[config.mk]
export PLATFORM = sky130hd
export DESIGN_NAME = patdet_prog
export DESIGN_NICKNAME = d
export VERILOG_FILES = /design/src/rtl/patdet_pkg.sv /design/src/rtl/patdet_hist.sv /design/src/rtl/patdet_prog.sv
export SDC_FILE = /design/constraint.sdc
export NUM_CORES = 1
export LEC_CHECK = 0
export CAP_MARGIN = 10
export CELL_PAD_IN_SITES_DETAIL_PLACEMENT = 1
export CELL_PAD_IN_SITES_GLOBAL_PLACEMENT = 2
export CORE_UTILIZATION = 25
export DETAILED_ROUTE_END_ITERATION = 12
export PLACE_DENSITY_LB_ADDON = 0.1
export SLEW_MARGIN = 25
export SYNTH_ARGS = -nofsm -noshare
export SYNTH_HDL_FRONTEND = slang
export SYNTH_SLANG_ARGS = --single-unit
export TNS_END_PERCENT = 50
[constraint.sdc]
create_clock -name clk -period 8.4 [get_ports clk]
set_clock_uncertainty 0.2 [all_clocks]
set_input_delay 1.68 -clock clk [delete_from_list [all_inputs] [get_ports clk]]
set_output_delay 1.68 -clock clk [all_outputs]
set_load 0.02 [all_outputs]
[src/rtl/patdet_pkg.sv]
// rtl/patdet_pkg.sv - shared state enum, reset defaults and width helper for patdet_prog
package patdet_pkg;

    typedef enum logic [1:0] {
        DIS   = 2'd0,
        FILL  = 2'd1,
        ARMED = 2'd2
    } state_t;

    localparam int         PD_MAX_LEN     = 8;
    localparam logic [7:0] PD_DEF_PAT     = 8'b0001_0010;
    localparam int         PD_DEF_LEN     = 5;
    localparam bit         PD_DEF_OVERLAP = 1'b0;
    localparam int         PD_CNT_W       = 16;

    // Width able to hold every length 0..max_len inclusive.
    function automatic int len_w(input int max_len);
        return $clog2(max_len + 1);
    endfunction

endpackage

[src/rtl/patdet_hist.sv]
// rtl/patdet_hist.sv - serial history shift register with saturating fill counter
module patdet_hist #(
    parameter int MAX_LEN = 8,
    parameter int LW      = 4
) (
    input  logic               clk,
    input  logic               rst,
    input  logic               clr,
    input  logic               shift,
    input  logic               restart,
    input  logic               in,
    output logic [MAX_LEN-1:0] hist,
    output logic [LW-1:0]      fill
);

    always_ff @(posedge clk) begin
        if (!rst || clr) begin
            hist <= '0;
            fill <= '0;
        end else if (shift) begin
            hist <= {hist[MAX_LEN-2:0], in};
            // restart marks a non-overlapping match: the shifted bits no longer count
            if (restart)
                fill <= '0;
            else if (fill != LW'(MAX_LEN))
                fill <= fill + 1'b1;
        end
    end

endmodule

[src/rtl/patdet_prog.sv]
// rtl/patdet_prog.sv - runtime-programmable serial pattern detector (optional PATDET_MATCH_CNT_EN match counter)
module patdet_prog
    import patdet_pkg::*;
#(
    parameter int                 MAX_LEN     = PD_MAX_LEN,
    parameter logic [MAX_LEN-1:0] DEF_PAT     = MAX_LEN'(PD_DEF_PAT),
    parameter int                 DEF_LEN     = PD_DEF_LEN,
    parameter bit                 DEF_OVERLAP = PD_DEF_OVERLAP,
`ifdef PATDET_MATCH_CNT_EN
    parameter int                 CNT_W       = PD_CNT_W,
`endif
    localparam int                LW          = len_w(MAX_LEN)
) (
    input  logic               clk,
    input  logic               rst,
    input  logic               valid,
    input  logic               in,
    input  logic               cfg_load,
    input  logic [MAX_LEN-1:0] pat,
    input  logic [LW-1:0]      pat_len,
    input  logic               overlap,
    output logic               out,
    output logic               cfg_err
`ifdef PATDET_MATCH_CNT_EN
    ,
    output logic [CNT_W-1:0]   match_cnt
`endif
);

    logic [MAX_LEN-1:0] cur_pat;
    logic [LW-1:0]      cur_len;
    logic               cur_ovl;
    state_t             state;
    state_t             state_nxt;

    logic [MAX_LEN-1:0] hist;
    logic [LW-1:0]      fill;
    logic [MAX_LEN:0]   mask;
    logic [MAX_LEN:0]   window;
    logic [MAX_LEN:0]   ref_pat;
    logic [LW:0]        fill_p1;
    logic               len_ok;
    logic               shift;
    logic               match;
    logic               restart;

    patdet_hist #(
        .MAX_LEN (MAX_LEN),
        .LW      (LW)
    ) u_hist (
        .clk     (clk),
        .rst     (rst),
        .clr     (cfg_load),
        .shift   (shift),
        .restart (restart),
        .in      (in),
        .hist    (hist),
        .fill    (fill)
    );

    // Compare over MAX_LEN+1 bits so the incoming bit and the full history line up
    always_comb begin
        mask = '0;
        for (int i = 0; i <= MAX_LEN; i++)
            mask[i] = (i < int'(cur_len));
    end

    always_comb begin
        window  = {hist, in} & mask;
        ref_pat = {1'b0, cur_pat} & mask;
        fill_p1 = {1'b0, fill} + 1'b1;
        len_ok  = (pat_len != '0) && ({1'b0, pat_len} <= (LW+1)'(MAX_LEN));
        shift   = valid && !cfg_load && (state != DIS);
        match   = shift && (fill_p1 >= {1'b0, cur_len}) && (window == ref_pat);
        restart = match && !cur_ovl;
    end

    always_comb begin
        state_nxt = state;
        if (cfg_load) begin
            state_nxt = len_ok ? FILL : DIS;
        end else begin
            case (state)
                DIS:   state_nxt = DIS;
                FILL: begin
                    if (match)
                        state_nxt = cur_ovl ? ARMED : FILL;
                    else if (shift && ((fill_p1 + 1'b1) >= {1'b0, cur_len}))
                        state_nxt = ARMED;
                end
                ARMED: begin
                    if (match && !cur_ovl)
                        state_nxt = FILL;
                end
                default: state_nxt = FILL;
            endcase
        end
    end

    always_ff @(posedge clk) begin
        if (!rst) begin
            cur_pat <= DEF_PAT;
            cur_len <= LW'(DEF_LEN);
            cur_ovl <= DEF_OVERLAP;
            state   <= FILL;
            out     <= 1'b0;
            cfg_err <= 1'b0;
        end else begin
            state <= state_nxt;
            out   <= match;
            if (cfg_load) begin
                cfg_err <= !len_ok;
                // A rejected load keeps the previous config; DIS blocks it anyway
                if (len_ok) begin
                    cur_pat <= pat;
                    cur_len <= pat_len;
                    cur_ovl <= overlap;
                end
            end
        end
    end

`ifdef PATDET_MATCH_CNT_EN
    always_ff @(posedge clk) begin
        if (!rst || cfg_load)
            match_cnt <= '0;
        else if (match && (match_cnt != '1))
            match_cnt <= match_cnt + 1'b1;
    end
`endif

endmodule
**Word-level counts from Yosys, hierarchy flattened**

Cells that the tools add are included.

- Register bits after elaboration: 29

- Bitwise logic cells: 2
- Equal/unequal tests: 6
- $lt $le $gt $ge: 12
- Multiplexer cells: 9
- Add/sub/neg operators: 3
- Reductions and logical operators: 19

Operators by type and width:

| kind | number |
|---|---|
| < comparator 3 x 4 -> 1 bit (first input constant) | 4 |
| greater-or-equal comparator 5 x 4 -> 1 bit | 2 |
| two-way mux 2 bit | 5 |
| bitwise AND 8 x 9 -> 9 bit | 1 |
| bitwise AND 9 bit | 1 |
| == test 9 bit | 1 |
| < comparator 1 x 4 -> 1 bit (first input constant) | 2 |
| < comparator 2 x 4 -> 1 bit (first input constant) | 2 |
| two-way mux 4 bit | 2 |
| != test 4 bit (second input constant) | 2 |
| logical AND 1 bit | 7 |
| one-hot mux 2 bit (3 select lines) | 1 |
| AND reduction 2 bit | 3 |
| adder 4 x 1 -> 5 bit (second input constant) | 1 |
| adder 5 x 1 -> 5 bit (second input constant) | 1 |
| adder 4 x 1 -> 4 bit (second input constant) | 1 |
| less-or-equal comparator 4 bit (second input constant) | 1 |
| zero test 1 bit | 4 |
| < comparator 4 bit (first input constant) | 1 |
| nonzero test 2 bit | 2 |
| nonzero test 4 bit | 1 |
| != test 3 bit (second input constant) | 1 |
| == test 2 x 1 -> 1 bit (second input constant) | 1 |
| == test 2 bit (second input constant) | 1 |
| 3 further kinds | 3 |

**Logic depth before layout (Yosys ltp)**

- Depth after elaboration: 9
- Depth in mapped cells: 12
- Depth with buffers taken out: 11

**Cells and area by module**

A second synthesis with hierarchy kept.

- Cell total of the unflattened synthesis: 200
- Area, all modules: 1697.9 µm²

Modules (own cells, without submodules):

| module | sequential area each (µm²) | instances | area an instance (µm²) | cells an instance |
|---|---|---|---|---|
| patdet_prog | 340.3 | 1 | 1181.1 | 147 |
| patdet_hist | 240.2 | 1 | 516.7 | 53 |

**Least setup slack after synthesis**

Ideal clock, no wire load.

- Kind: input to register
- From: input port cfg_load
- To: register u_hist.fill[1]
- Cell stages on the path: 6
- Path slack: 5.250 ns
- Setup time: 0.117 ns
- Arrival time: 2.833 ns
- Path through: inv_2 o211ai_2 a2111oi_4 o211ai_4 a31o_1 a32o_1

- Cells in the longest elaborated chain, start to end: 8
- Elaborated cells between the ends (all ways): 10
- Classes of those cells: mux: 1; reduce/logical: 9

Ends and longest elaborated chain:

| what | line | text |
|---|---|---|
| from (decl) | patdet_prog.sv:18 | `input logic cfg_load,` |
| zero test 1 bit | patdet_prog.sv:73 | `shift = valid && !cfg_load && (state != DIS);` |
| logical AND 1 bit (2 in series) | patdet_prog.sv:73 |  |
| logical AND 1 bit (2 in series) | patdet_prog.sv:74 | `match = shift && (fill_p1 >= {1'b0, cur_len}) && (window == ref_pat);` |
| logical AND 1 bit | patdet_prog.sv:75 | `restart = match && !cur_ovl;` |
| nonzero test 2 bit (no line) | - |  |
| AND reduction 2 bit (no line) | - |  |
| to (signal assigned) | patdet_hist.sv:26 | `fill <= fill + 1'b1;` |
| to (decl) | patdet_hist.sv:13 | `output logic [LW-1:0] fill` |

Parallel ways exist; a longest one is shown, timed or not.
A chain may end at the register's enable or synchronous reset.

**Worst setup path after layout**

Same ends and word-level chain as after synthesis.

==> results.md <==
- Status: finished clean
- Crit path largest cell delay: 0.49 ns
- Int Pwr: 259 µW
- CTS tree: built
- Vias in the first global route: 1,437
- HP Class: flop to flop
- Worst reg-to-reg setup slack: 5.27 ns
- Max Cap Viol: 0
- Worst Hold Launch: u_hist.hist[7]$_SDFFE_PP0P_
- Tot GR Track Use: 13.6%
- Crit start category: primary input
- Via count: 1,365
- Hold-critical path depth: 2
- GR peak layer: met2
- Routability cong.: 0.717
- Remaining antenna violation count: 0
- Synth async-reset ratio: 0%
- Syn Inst Count: 186
- Top_reg_cell synth: dfxtp_1
- Min-Delay Endpoint: u_hist.hist[7]$_SDFFE_PP0P_
- Net Switching: 78.0 µW
- WL final: 4380 µm
- Detailed Place HPWL: 3370 µm
- Power share of the sequential group: 43.8%
- Max-slew violations: 0
- Die Ht: 83.2 µm
- CTS Sinks: 29
- Peak supply drop: 0.0715 mV
- Chip Width: 83.2 µm
- Area grow syn2layout: 22.5%
- Worst slew pin tran: 0.780 ns
- Power Total: 337 µW
- Post-DP Area: 1900 µm²
- Minimum clock period after layout: 3.65 ns
- Inserted Clock Buffers: 5
- CP max FO: 10
- Part of the power in combinational logic: 12.2%
- DRC viols: 0
- Post-synth EDFFs: 0
- PwrDens: 167 nW/µm²
- Largest net degree at the start of global routing: 15
- PostCTS Resize Cnt: 0
- Worst r2r dst: u_hist.fill[1]$_SDFFE_PP0P_
- First drt pass iteration count: 4
- CP Capture Type: flop
- IO Port Bufs: 19
- Clock network power share: 44.0%
- Post-synth design cell area: 1650 µm²
- Starting Density: 26.0%
- Rel. slew slack: 47.9%
- Grt ovf: 0
- # H-tree levels: 2
- Post-route cell area: 2020 µm²
- # hold bufs at CTS: 0
- Fmax: 0.274 GHz
- R2R cell count: 9
- Avg Synthesized Cell Area: 8.87 µm²
- Vias per Instance: 4.82
- Met1 Usage GRT: 18.4%
- Crit path DAT: 3.61 ns
- Layout fillers: 739
- Setup TNS: 0 ns
- Lkg Pwr: 0.000826 µW
- Required @ worst endpoint: 8.37 ns
- Antenna Cells: 0
- Synth cell types: 45
- Period utilization: 43.4%
- Post-CTS Setup Inserts: 0
- Fin nets: 234
- Layout cells sized above 1: 8.25%
- GR Layer Usage met2: 21.6%
- Core ar.: 6350 µm²
- Net count after synthesis: 215
- Worst-path cell chain: clkdlybuf4s50_1 -> inv_2 -> o211ai_2 -> a2111oi_4 -> o211ai_4 -> a31o_1 -> a32o_1
- Initial antenna violation count: 0
- Post-synthesis sequential area ratio: 35.2%
- I/O Pins: 20
- Yosys reg bits: 29
- Fin. Hold Viols: 0
- Sw frac: 23.1%
- Endpoints failing setup: 0
- DR iter-0 viols: 29
- Global-route wire length before repair: 7450 µm
- RSZ-0062 raised after global routing: false
- Clock Latency Late Sink: 0.28 ns
- Drt wl/cell: 15.5 µm
- Die area: 6920 µm²
- Yosys warns: 0
- Core Rows: 29
- Longest Clk Path Bufs: 2
- Critical path class: primary input to flop
- Reg clk slew, reported paths: 0.06 ns
- Met3 usage: 2.58%
- Clock root cell: clkbuf_8
- Slowest CP cell: clkdlybuf4s50_1
- Worst flop-to-flop path startpoint: u_hist.fill[0]$_SDFFE_PP0P_
## worst max-delay path, delay by kind of cell
family,cells,cell delay (ns)
buffers and inverters,2,0.62
AOI/OAI and AO/OA,5,1.31
## layer usage
layer  share of wire (%)  vias to the layer above
met1                  48                      646
met5                   0                        -
li1                    -                      687
met3                 3.6                        6
met2                  47                       26
met4                 1.3                        0
## state kept, by name, summed over array words and instances, names as in the netlist
name / count
cfg_err: 1
cur_pat: 8
out: 1
u_hist.fill: 4
cur_len: 4
u_hist.hist: 8
state: 2
cur_ovl: 1
## cell usage in the layout, fill, tap and decap left out, types with 2 or more instances in the layout
cell type	Yosys	layout
nand2_1	30	30
dfxtp_1	29	29
clkdlybuf4s50_1	0	19
a21oi_1	15	15
nor2_1	14	14
xnor2_1	12	12
mux2i_1	12	12
ha_1	11	11
inv_1	8	8
clkbuf_8	0	6
o21ai_0	5	5
nand3_1	3	3
o211a_1	3	3
xor2_1	2	2
o2111ai_1	2	2
o31ai_1	2	2
nor3_1	2	2
nor2b_1	2	2
a21boi_0	2	2
a31oi_1	2	2
## cell families after synthesis
kind of cell / after synthesis / share of synthesized area, %
AND/OR/NAND/NOR: 59 / 16.7
AO/OA/AOI/OAI: 45 / 21.0
flip-flops: 29 / 35.2
buffers and inverters: 16 / 4.02
XOR/XNOR: 14 / 7.44
multiplexers: 12 / 7.28
adder cells (fa/ha/maj): 11 / 8.35
## per-stage QoR
step | hold WS, ns | utilization, % | cells | setup WS, ns
CTS | 0.270 | 31.8 | 283 | 4.74
detailed placement | 0.260 | 30.0 | 275 | 4.47
global route | 0.307 | 31.8 | 283 | 4.60
finish | 0.269 | 31.8 | 283 | 4.75
global placement | 0.253 | 30.0 | 275 | 4.53
floorplan | 0.237 | - | 186 | 5.25
## cells in the mapped netlist, types with 2 or more instances
| library cell | count | area share, % |
|---|---|---|
| a21boi_0 | 2 | 0.91 |
| a21oi_1 | 15 | 4.6 |
| a31oi_1 | 2 | 0.76 |
| clkbuf_1 | 4 | 0.91 |
| dfxtp_1 | 29 | 35 |
| ha_1 | 11 | 8.3 |
| inv_1 | 8 | 1.8 |
| mux2i_1 | 12 | 7.3 |
| nand2_1 | 30 | 6.8 |
| nand3_1 | 3 | 0.91 |
| nor2_1 | 14 | 3.2 |
| nor2b_1 | 2 | 0.76 |
| nor3_1 | 2 | 0.61 |
| o2111ai_1 | 2 | 1.1 |
| o211a_1 | 3 | 1.8 |
| o21ai_0 | 5 | 1.5 |
| o31ai_1 | 2 | 0.91 |
| xnor2_1 | 12 | 6.4 |
| xor2_1 | 2 | 1.1 |
## area by class of cell
type	count	area, µm²	area share [%]
clock buffers	7	86.3	4.28
clock inverters	1	30.0	1.49
inverters	9	33.8	1.67
multi-input cells	141	1000	49.6
flip-flops and latches	29	581	28.7
well taps	77	96.3	4.77
repair buffers	19	190	9.42
## power groups by stage
stage	combinational, µW	sequential [µW]	clock [µW]
final	40.9	148	148
after global routing	45.6	148	159
after CTS	41.8	148	153
after detailed placement	41.6	151	0
after global placement	40.7	151	0
after floorplan	25.4	149	0
## worst max path at each step
| stage | endpoint | cells past startpoint | slack [ns] | startpoint |
|---|---|---|---|---|
| after floorplan | u_hist.fill[1]$_SDFFE_PP0P_ | 6 | 5.25 | cfg_load |
| final | u_hist.fill[1]$_SDFFE_PP0P_ | 7 | 4.75 | cfg_load |
| after detailed placement | u_hist.fill[1]$_SDFFE_PP0P_ | 7 | 4.47 | cfg_load |
| after global routing | state[0]$_SDFFE_PN1P_ | 7 | 4.60 | cfg_load |
| after global placement | state[0]$_SDFFE_PN1P_ | 7 | 4.53 | cfg_load |
| after CTS | u_hist.fill[1]$_SDFFE_PP0P_ | 7 | 4.74 | cfg_load |
No activity file was read; power rests on OpenSTA's default activity.
